<file path="config.mk">
export PLATFORM = sky130hd
export DESIGN_NAME = ad9361_capture_ctrl
export DESIGN_NICKNAME = d
export VERILOG_FILES = /design/src/rtl/ad9361_capture_pkg.sv /design/src/rtl/axis_reg_stage.sv /design/src/rtl/ad9361_capture_ctrl.sv
export SDC_FILE = /design/constraint.sdc
export NUM_CORES = 1
export LEC_CHECK = 0
export BUFFER_PORTS_ARGS = -buffer_cell sky130_fd_sc_hd__buf_2
export CORE_ASPECT_RATIO = 0.75
export CORE_UTILIZATION = 45
export CTS_CLUSTER_SIZE = 10
export DETAILED_ROUTE_END_ITERATION = 16
export PLACE_DENSITY = 0.76
export SLEW_MARGIN = 20
export SYNTH_ARGS = -nofsm -noshare
export SYNTH_HDL_FRONTEND = slang
export SYNTH_HIERARCHICAL = 1
export SYNTH_SLANG_ARGS = --single-unit
</file>
<file path="constraint.sdc">
create_clock -name axis_clk -period 4.04 [get_ports axis_clk]
set_input_delay 0.606 -clock axis_clk [delete_from_list [all_inputs] [get_ports axis_clk]]
set_output_delay 0.606 -clock axis_clk [all_outputs]
set_load 0.1 [all_outputs]
</file>
<file path="src/rtl/ad9361_capture_pkg.sv">
// Shared types and widths for the AD9361 capture controller.
package ad9361_capture_pkg;

  localparam int DATA_W    = 128;
  localparam int OVF_CNT_W = 16;

  typedef enum logic [2:0] {
    ST_IDLE    = 3'd0,
    ST_ARMED   = 3'd1,
    ST_CAPTURE = 3'd2,
    ST_DRAIN   = 3'd3,
    ST_DONE    = 3'd4
  } cap_state_t;

endpackage

</file>
<file path="src/rtl/axis_reg_stage.sv">
// Single-entry registered AXI-Stream stage (valid/ready/data/last).
import ad9361_capture_pkg::*;

module axis_reg_stage #(
  parameter int DW = DATA_W
) (
  input  logic          clk,
  input  logic          rst,
  input  logic          in_valid,
  output logic          in_ready,
  input  logic [DW-1:0] in_data,
  input  logic          in_last,
  output logic          out_valid,
  input  logic          out_ready,
  output logic [DW-1:0] out_data,
  output logic          out_last
);

  assign in_ready = ~out_valid | out_ready;

  // holding register; payload is frozen while stalled downstream
  always_ff @(posedge clk or posedge rst) begin
    if (rst) begin
      out_valid <= 1'b0;
      out_data  <= '0;
      out_last  <= 1'b0;
    end else if (in_valid && in_ready) begin
      out_valid <= 1'b1;
      out_data  <= in_data;
      out_last  <= in_last;
    end else if (out_ready) begin
      out_valid <= 1'b0;
    end
  end

endmodule

</file>
<file path="src/rtl/ad9361_capture_ctrl.sv">
// Burst capture controller between the AD9361 serializer and a DMA stream.
// Optional AD9361_CAPTURE_OVF_CNT_EN adds a saturating dropped-beat counter.
import ad9361_capture_pkg::*;

module ad9361_capture_ctrl #(
  parameter int AXIS_BURST_LENGTH = 512,
  parameter int BURST_CNT_WIDTH   = 16
) (
  input  logic                       axis_clk,
  input  logic                       axis_rst,
  input  logic                       ctrl_start,
  input  logic                       ctrl_abort,
  input  logic                       ctrl_trigger,
  input  logic                       cfg_trig_en,
  input  logic [BURST_CNT_WIDTH-1:0] cfg_num_bursts,
  input  logic                       s_axis_tvalid,
  output logic                       s_axis_tready,
  input  logic [DATA_W-1:0]          s_axis_tdata,
  output logic                       m_axis_tvalid,
  input  logic                       m_axis_tready,
  output logic                       m_axis_tlast,
  output logic [DATA_W-1:0]          m_axis_tdata,
  output logic                       status_busy,
  output logic                       status_done,
  output logic                       status_overflow,
  output logic [BURST_CNT_WIDTH-1:0] status_bursts,
  output logic [OVF_CNT_W-1:0]       status_ovf_count
);

  localparam int                BEAT_W    = $clog2(AXIS_BURST_LENGTH);
  localparam logic [BEAT_W-1:0] BEAT_LAST = BEAT_W'(AXIS_BURST_LENGTH - 1);

  cap_state_t                 state_r, state_nx_s;
  logic [BEAT_W-1:0]          beat_cnt_r;
  logic [BURST_CNT_WIDTH-1:0] num_r, bursts_in_r, bursts_r;
  logic                       hold_r, overflow_r, busy_r, done_r;
  logic                       capturing_s, stg_ready_s, out_acc_s, start_acc_s;
  logic                       abort_cap_s, at_boundary_s, load_s, wrap_load_s;
  logic                       final_load_s, finish_s, ovf_ev_s, hold_set_s;

  assign capturing_s   = (state_r == ST_CAPTURE) || (state_r == ST_DRAIN);
  assign s_axis_tready = ~capturing_s | stg_ready_s;
  assign out_acc_s     = m_axis_tvalid & m_axis_tready;
  assign start_acc_s   = (state_r == ST_IDLE) & ctrl_start;
  assign abort_cap_s   = (state_r == ST_CAPTURE) & ctrl_abort;
  assign at_boundary_s = (beat_cnt_r == '0);
  // hold_r: the closing tlast beat is already in the stage, take nothing more
  assign load_s        = capturing_s & s_axis_tvalid & stg_ready_s & ~hold_r
                         & ~(abort_cap_s & at_boundary_s);
  assign wrap_load_s   = load_s & (beat_cnt_r == BEAT_LAST);
  assign final_load_s  = wrap_load_s & (num_r != '0)
                         & (bursts_in_r == num_r - BURST_CNT_WIDTH'(1));
  assign hold_set_s    = final_load_s
                         | (wrap_load_s & ((state_r == ST_DRAIN) | abort_cap_s))
                         | (abort_cap_s & at_boundary_s);
  assign finish_s      = out_acc_s & m_axis_tlast & hold_r;
  assign ovf_ev_s      = capturing_s & s_axis_tvalid & ~s_axis_tready;

  axis_reg_stage #(.DW(DATA_W)) u_stage (
    .clk       (axis_clk),
    .rst       (axis_rst),
    .in_valid  (load_s),
    .in_ready  (stg_ready_s),
    .in_data   (s_axis_tdata),
    .in_last   (beat_cnt_r == BEAT_LAST),
    .out_valid (m_axis_tvalid),
    .out_ready (m_axis_tready),
    .out_data  (m_axis_tdata),
    .out_last  (m_axis_tlast)
  );

  // next-state logic
  always_comb begin
    state_nx_s = state_r;
    case (state_r)
      ST_IDLE: begin
        if (ctrl_start) begin
          state_nx_s = cfg_trig_en ? ST_ARMED : ST_CAPTURE;
        end else begin
          state_nx_s = ST_IDLE;
        end
      end
      ST_ARMED: begin
        if (ctrl_trigger) begin
          state_nx_s = ST_CAPTURE;
        end else if (ctrl_abort) begin
          state_nx_s = ST_IDLE;
        end else begin
          state_nx_s = ST_ARMED;
        end
      end
      ST_CAPTURE: begin
        // abort on a burst boundary with nothing left to hand off ends at once
        if (finish_s) begin
          state_nx_s = ST_DONE;
        end else if (abort_cap_s && at_boundary_s && stg_ready_s) begin
          state_nx_s = ST_DONE;
        end else if (ctrl_abort) begin
          state_nx_s = ST_DRAIN;
        end else begin
          state_nx_s = ST_CAPTURE;
        end
      end
      ST_DRAIN: begin
        if (finish_s) begin
          state_nx_s = ST_DONE;
        end else begin
          state_nx_s = ST_DRAIN;
        end
      end
      ST_DONE:  state_nx_s = ST_IDLE;
      default:  state_nx_s = ST_IDLE;
    endcase
  end

  // state register and registered status flags
  always_ff @(posedge axis_clk or posedge axis_rst) begin
    if (axis_rst) begin
      state_r <= ST_IDLE;
      busy_r  <= 1'b0;
      done_r  <= 1'b0;
    end else begin
      state_r <= state_nx_s;
      busy_r  <= (state_nx_s != ST_IDLE);
      done_r  <= (state_nx_s == ST_DONE);
    end
  end

  // beat/burst counters, closing flag and sticky overflow
  always_ff @(posedge axis_clk or posedge axis_rst) begin
    if (axis_rst) begin
      num_r       <= '0;
      beat_cnt_r  <= '0;
      bursts_in_r <= '0;
      bursts_r    <= '0;
      hold_r      <= 1'b0;
      overflow_r  <= 1'b0;
    end else if (start_acc_s) begin
      num_r       <= cfg_num_bursts;
      beat_cnt_r  <= '0;
      bursts_in_r <= '0;
      bursts_r    <= '0;
      hold_r      <= 1'b0;
      overflow_r  <= 1'b0;
    end else begin
      if (load_s) begin
        beat_cnt_r <= beat_cnt_r + BEAT_W'(1);
      end
      if (wrap_load_s) begin
        bursts_in_r <= bursts_in_r + BURST_CNT_WIDTH'(1);
      end
      if (out_acc_s && m_axis_tlast) begin
        bursts_r <= bursts_r + BURST_CNT_WIDTH'(1);
      end
      if (hold_set_s) begin
        hold_r <= 1'b1;
      end
      if (ovf_ev_s) begin
        overflow_r <= 1'b1;
      end
    end
  end

`ifdef AD9361_CAPTURE_OVF_CNT_EN
  logic [OVF_CNT_W-1:0] ovf_cnt_r;

  // saturating dropped-beat counter
  always_ff @(posedge axis_clk or posedge axis_rst) begin
    if (axis_rst) begin
      ovf_cnt_r <= '0;
    end else if (start_acc_s) begin
      ovf_cnt_r <= '0;
    end else if (ovf_ev_s && (ovf_cnt_r != 16'hFFFF)) begin
      ovf_cnt_r <= ovf_cnt_r + 16'd1;
    end
  end

  assign status_ovf_count = ovf_cnt_r;
`else
  assign status_ovf_count = 16'd0;
`endif

  assign status_busy     = busy_r;
  assign status_done     = done_r;
  assign status_overflow = overflow_r;
  assign status_bursts   = bursts_r;

endmodule

</file>
**Word-level counts from Yosys, hierarchy flattened**

Cells that the tools add are included.

- Register bits after elaboration: 194
- Bits of input ports: 152
- Output and inout port bits: 166
- Logic and storage cells: 83

- Add/sub/neg operators: 4
- Equality and inequality tests: 6
- Muxes and demuxes: 21
- Bitwise logic cells: 25
- Reduce and logical (&&, ||, !) cells: 15

Operator list:

| kind | count |
|---|---|
| two-way mux 16 bit | 4 |
| adder 16 x 1 -> 16 bit, second input constant | 2 |
| two-way mux 9 bit | 2 |
| equality test 16 bit | 1 |
| nonzero test 16 bit | 1 |
| subtractor 16 x 1 -> 16 bit, second input constant | 1 |
| AND 1 bit | 15 |
| case mux 3 bit (4 select lines) | 1 |
| nonzero test 2 bit | 6 |
| adder 9 x 1 -> 9 bit, second input constant | 1 |
| equality test 9 bit, second input constant | 1 |
| zero test 9 bit | 1 |
| two-way mux 3 bit | 3 |
| two-way mux 1 bit | 8 |
| equality test 3 x 2 -> 1 bit, second input constant | 2 |
| two-way mux 2 bit | 3 |
| NOT 1 bit | 5 |
| bitwise OR 1 bit | 5 |
| logical AND 1 bit | 4 |
| equality test 3 x 1 -> 1 bit, second input constant | 1 |
| equality test 3 bit, second input constant | 1 |
| zero test 3 bit | 1 |
| nonzero test 3 bit | 1 |
| logical OR 1 bit | 1 |

**Longest topological paths before layout**

- Word-level depth: 13
- Depth in mapped cells: 11
- Gate-level depth less buffers: 11

**By module**

The synthesis kept the hierarchy.

By module, submodules not included:

| module | instances | cells an instance | area each (sq um) | seq. area each (sq um) |
|---|---|---|---|---|
| axis_reg_stage | 1 | 277 | 5266.3 | 3253.1 |
| ad9361_capture_ctrl | 1 | 386 | 3731.1 | 1601.5 |

**Worst setup path before layout**

OpenSTA, ideal clock, no wires.

- Path type: flip-flop to flip-flop
- Start point: register u_stage.out_valid
- End point: register u_stage.out_last
- Setup time: 0.126 ns
- Arrival time: 2.482 ns
- Required time: 3.914 ns
- Path slack: 1.433 ns
- Cell stages (with the launch flop): 9
- Path buffers: 3
- Period minus slack after synthesis: 2.607 ns
- Cell sequence: dfrtp_1 > nand2b_4 > nand4b_1 > a311oi_2 > buf_2 > nand2_2 > buf_6 > buf_6 > mux2_4

- Cells in the longest elaborated chain, start to end: 6

Ends and longest elaborated chain:

| what | RTL line | text |
|---|---|---|
| start, declared | axis_reg_stage.sv:13 | `output logic out_valid,` |
| start signal, assigned | axis_reg_stage.sv:24 | `out_valid <= 1'b0;` |
| start signal, assigned | axis_reg_stage.sv:28 | `out_valid <= 1'b1;` |
| start signal, assigned | axis_reg_stage.sv:32 | `out_valid <= 1'b0;` |
| NOT 1 bit | axis_reg_stage.sv:19 | `assign in_ready = ~out_valid \| out_ready;` |
| bitwise OR 1 bit | axis_reg_stage.sv:19 |  |
| named net stg_ready_s | ad9361_capture_ctrl.sv:37 | `logic capturing_s, stg_ready_s, out_acc_s, start_acc_s;` |
| AND 1 bit (2 in a row) | ad9361_capture_ctrl.sv:48 | `assign load_s = capturing_s & s_axis_tvalid & stg_ready_s & ~hold_r` |
| AND 1 bit | ad9361_capture_ctrl.sv:49 | `& ~(abort_cap_s & at_boundary_s);` |
| named net load_s | ad9361_capture_ctrl.sv:38 | `logic abort_cap_s, at_boundary_s, load_s, wrap_load_s;` |
| logical AND 1 bit | axis_reg_stage.sv:27 | `end else if (in_valid && in_ready) begin` |
| end signal, assigned | axis_reg_stage.sv:30 | `out_last <= in_last;` |
| end, declared | axis_reg_stage.sv:16 | `output logic out_last` |

The timed path passes the listed nets, and every way through them passes these cells.
A chain may end at the register's enable or synchronous reset.

**Final worst setup path**

- Start point: register beat_cnt_r[0]
- End point: register u_stage.out_data[116]

- Cells in the longest elaborated chain, start to end: 5

Ends and longest elaborated chain:

| what | RTL line | text |
|---|---|---|
| start, declared | ad9361_capture_ctrl.sv:34 | `logic [BEAT_W-1:0] beat_cnt_r;` |
| start signal, assigned | ad9361_capture_ctrl.sv:147 | `beat_cnt_r <= beat_cnt_r + BEAT_W'(1);` |
| zero test 9 bit | ad9361_capture_ctrl.sv:46 | `assign at_boundary_s = (beat_cnt_r == '0);` |
| AND 1 bit | ad9361_capture_ctrl.sv:49 |  |
| NOT 1 bit | ad9361_capture_ctrl.sv:49 |  |
| AND 1 bit | ad9361_capture_ctrl.sv:49 |  |
| logical AND 1 bit | axis_reg_stage.sv:27 |  |
| end signal, assigned | axis_reg_stage.sv:29 | `out_data <= in_data;` |
| end, declared | axis_reg_stage.sv:15 | `output logic [DW-1:0] out_data,` |

Every way passes these cells.

==> impl_metrics.py <==
metrics = {
    "route": {
        "detail_route.wl_per_cell_um": 16.7,
        "drt-total-wl_um": 20500,
        "drtIter0Drc": 423,
        "vias": 6052,
        "antenna_left": 0,
        "drcViolationCount": 44,
        "vias_per_cell": 4.94,
        "drt_pass1_iterations": 11,
    },
    "floorplanning": {
        "rows": 44,
        "die_h_um": 124,
        "pin_count": 318,
        "die-area_um2": 20600,
        "die_x_um": 165,
        "core_area_um2": 19500,
        "start_util_pct": 46.2,
    },
    "worst_setup_path": {
        "critPathMaxFanout": 54,
        "critPathRequiredTime_ps": 4340,
        "critPathArrivalTime_ps": 3360,
        "end_kind": "flop",
        "worstSetupPathType": "flop to flop",
        "cp-start-kind": "flop",
    },
    "timing": {
        "finalWorstPathRequiredPeriod_ps": 3060,
        "final.setup_skew_ps": 15.2,
        "worstMarginPinSlew_ps": 951,
        "finalCritPeriodShare_pct": 75.8,
        "relSlewSlack_pct": 36.5,
        "finalSetupViolations": 0,
        "drv_slew": 0,
        "hold_viol": 0,
        "fmax_mhz": 327,
        "grt_setup_unrepaired": "no",
        "tns_ps": 0,
    },
    "clock_network": {
        "h-tree-depth": 4,
        "holdBufCountCts": 0,
        "cts_root_buffer": "clkbuf_16",
        "cts_buffers": 17,
        "clock_sinks": 194,
        "clk_pin_slew_ps": 70,
        "postCtsSetupBuffers": 0,
        "cts_resized": 0,
        "cts_tree": "yes",
        "clk_latency_ps": 420,
        "cts_buffer_depth": 2,
    },
    "layout": {
        "drive_above_1_share_pct": 51.5,
        "finalNetCount": 1116,
        "layout-area-overhead-vs-synth_pct": 24.5,
        "antenna_cells": 0,
    },
    "yosys": {
        "synth-seq-cells": 194,
        "synth_area_um2": 9000,
        "synth_cell_types": 55,
        "synth.avg_cell_area_um2": 13.6,
        "yosys_warnings": 6,
        "yosysSeqAreaShare_pct": 54.0,
        "synth_cells": 663,
    },
    "job": {
        "cap_viol_max_count": 0,
    },
    "grt": {
        "grt_pass1_wl_um": 31800,
        "grt_max_degree": 131,
        "track_usage_pct": 20.1,
        "grt_antenna_before_repair": 0,
        "grt_pass1_vias": 6006,
        "grt.overflow.total": 0,
    },
    "outcome": {
        "violations": "DRC",
        "status": "finished, violations left",
    },
    "placed_design": {
        "detailed_place_hpwl_um": 14900,
        "port_buffers": 301,
        "gp_congestion": 0.877,
    },
    "min_path": {
        "min_path_type": "primary input to asynchronous set/reset pin",
    },
}
==> stage by stage <==
stage / cell area (µm²) / hold WS, ps / setup slack, ps / utilization, % / std cells
global route: 11200 / 381 / 802 / 57.5 / 1224
global placement: 10600 / 472 / 854 / 54.5 / 1192
floorplan: 9060 / 486 / 1430 / - / 678
CTS: 11200 / 365 / 1000 / 57.5 / 1224
finish: 11200 / 330 / 980 / 57.5 / 1224
detailed placement: 10600 / 485 / 805 / 54.5 / 1192
==> cells in the final DEF, fill, tap and decap left out, types with 11 or more instances in the layout <==
master     synthesis  final
mux2_4           101    101
nand4_1           12     12
xor2_1            34     34
nand2_1           27     27
conb_1             1     16
nor2_1            62     62
dfrtp_1          194    194
a21oi_1           11     11
mux2_2            41     41
xnor2_1           19     19
nand3_1           17     17
buf_2              9    301
clkbuf_16          0     17
==> cell usage after synthesis, drive strengths merged <==
master | number | share of area (%)
dfrtp | 194 | 54
mux2 | 142 | 22
nor2 | 62 | 2.6
buf | 41 | 3.8
xor2 | 34 | 3.3
nand2 | 30 | 1.3
xnor2 | 19 | 1.8
nand3 | 17 | 0.95
inv | 12 | 0.50
nand4 | 12 | 0.83
o21ai | 12 | 0.67
a21oi | 11 | 0.61
and3 | 10 | 0.70
nor3 | 7 | 0.45
ha | 6 | 0.83
or3 | 6 | 0.47
clkbuf | 5 | 0.21
nor4 | 5 | 0.65
nand2b | 4 | 0.36
a31oi | 3 | 0.21
mux2i | 3 | 0.33
nor4b | 3 | 0.60
a2111oi | 2 | 0.33
a211oi | 2 | 0.22
and4 | 2 | 0.19
nor3b | 2 | 0.17
a221oi | 1 | 0.17
a22oi | 1 | 0.083
a311oi | 1 | 0.17
a31o | 1 | 0.097
a41o | 1 | 0.11
and2 | 1 | 0.070
and4bb | 1 | 0.14
conb | 1 | 0.042
nand4b | 1 | 0.097
nor2b | 1 | 0.070
o211a | 1 | 0.11
o22a | 1 | 0.097
o22ai | 1 | 0.070
o311ai | 1 | 0.29
o31ai | 1 | 0.083
or4 | 1 | 0.083
or4b | 1 | 0.11
==> critical path, stage by stage, from the launching register on <==
cell and delay, ps:
dfrtp_1 420, inv_1 60, ha_1 180, and4bb_1 230, a311oi_2 690, nand2_8 510
buf_4 460, mux2_4 360
==> final timing paths <==
kind | start | end | slack (ps) | cells after the start
setup / recovery | beat_cnt_r[0] | u_stage/out_data[116] | 980 | 7
hold / removal | axis_rst | u_stage/out_data[41] | 330 | 3
setup reg to reg | beat_cnt_r[0] | u_stage/out_data[116] | 980 | 7
hold reg to reg | status_overflow | status_overflow | 500 | 2
max in group asynchronous | axis_rst | bursts_in_r[10] | 2760 | 3
min in group axis_clk | cfg_num_bursts[0] | num_r[0] | 390 | 3
==> kinds of logic (layout without fill, tap and decap cells) <==
kind of cell	count (synthesis)	count (layout)	share of synthesized area, %
AOI/OAI and AO/OA	40	40	3.32
xor gates and xnor gates	53	53	5.16
adders and majority gates	6	6	0.834
buffers and inverters	58	351	4.51
DFF	194	194	54.0
muxes	145	145	22.3
other	1	16	0.0417
and+or+nand+nor	166	166	9.86
==> metal layers <==
metal / share of wire, % / GRT usage [%] / vias to the layer above
met2: 46 / 31.8 / 223
met5: 0 / 0 / -
met3: 7.9 / 5.26 / 14
met1: 45 / 27.0 / 2966
met4: 0.90 / 5.88 / 0
li1: - / - / 2849
==> final cells by class <==
type / count / area (µm²)
sequential: 194 / 4850
clock buffer: 19 / 433
timing repair buffer: 307 / 1580
clock inverter: 13 / 160
tap: 253 / 317
inverter: 12 / 48.8
multi-input combinational: 426 / 3820
fill: 1653 / 8280
==> registers in the layout, indices dropped and copies added, names as in the netlist <==
| signal | flops |
|---|---|
| u_stage/out_data | 128 |
| bursts_in_r | 16 |
| num_r | 16 |
| status_bursts | 16 |
| beat_cnt_r | 9 |
| state_r | 3 |
| hold_r | 1 |
| status_busy | 1 |
| status_done | 1 |
| status_overflow | 1 |
| u_stage/out_last | 1 |
| u_stage/out_valid | 1 |
Power is not shown: default switching activity piles up to over one toggle a cycle in this logic, so the estimate is an artifact.
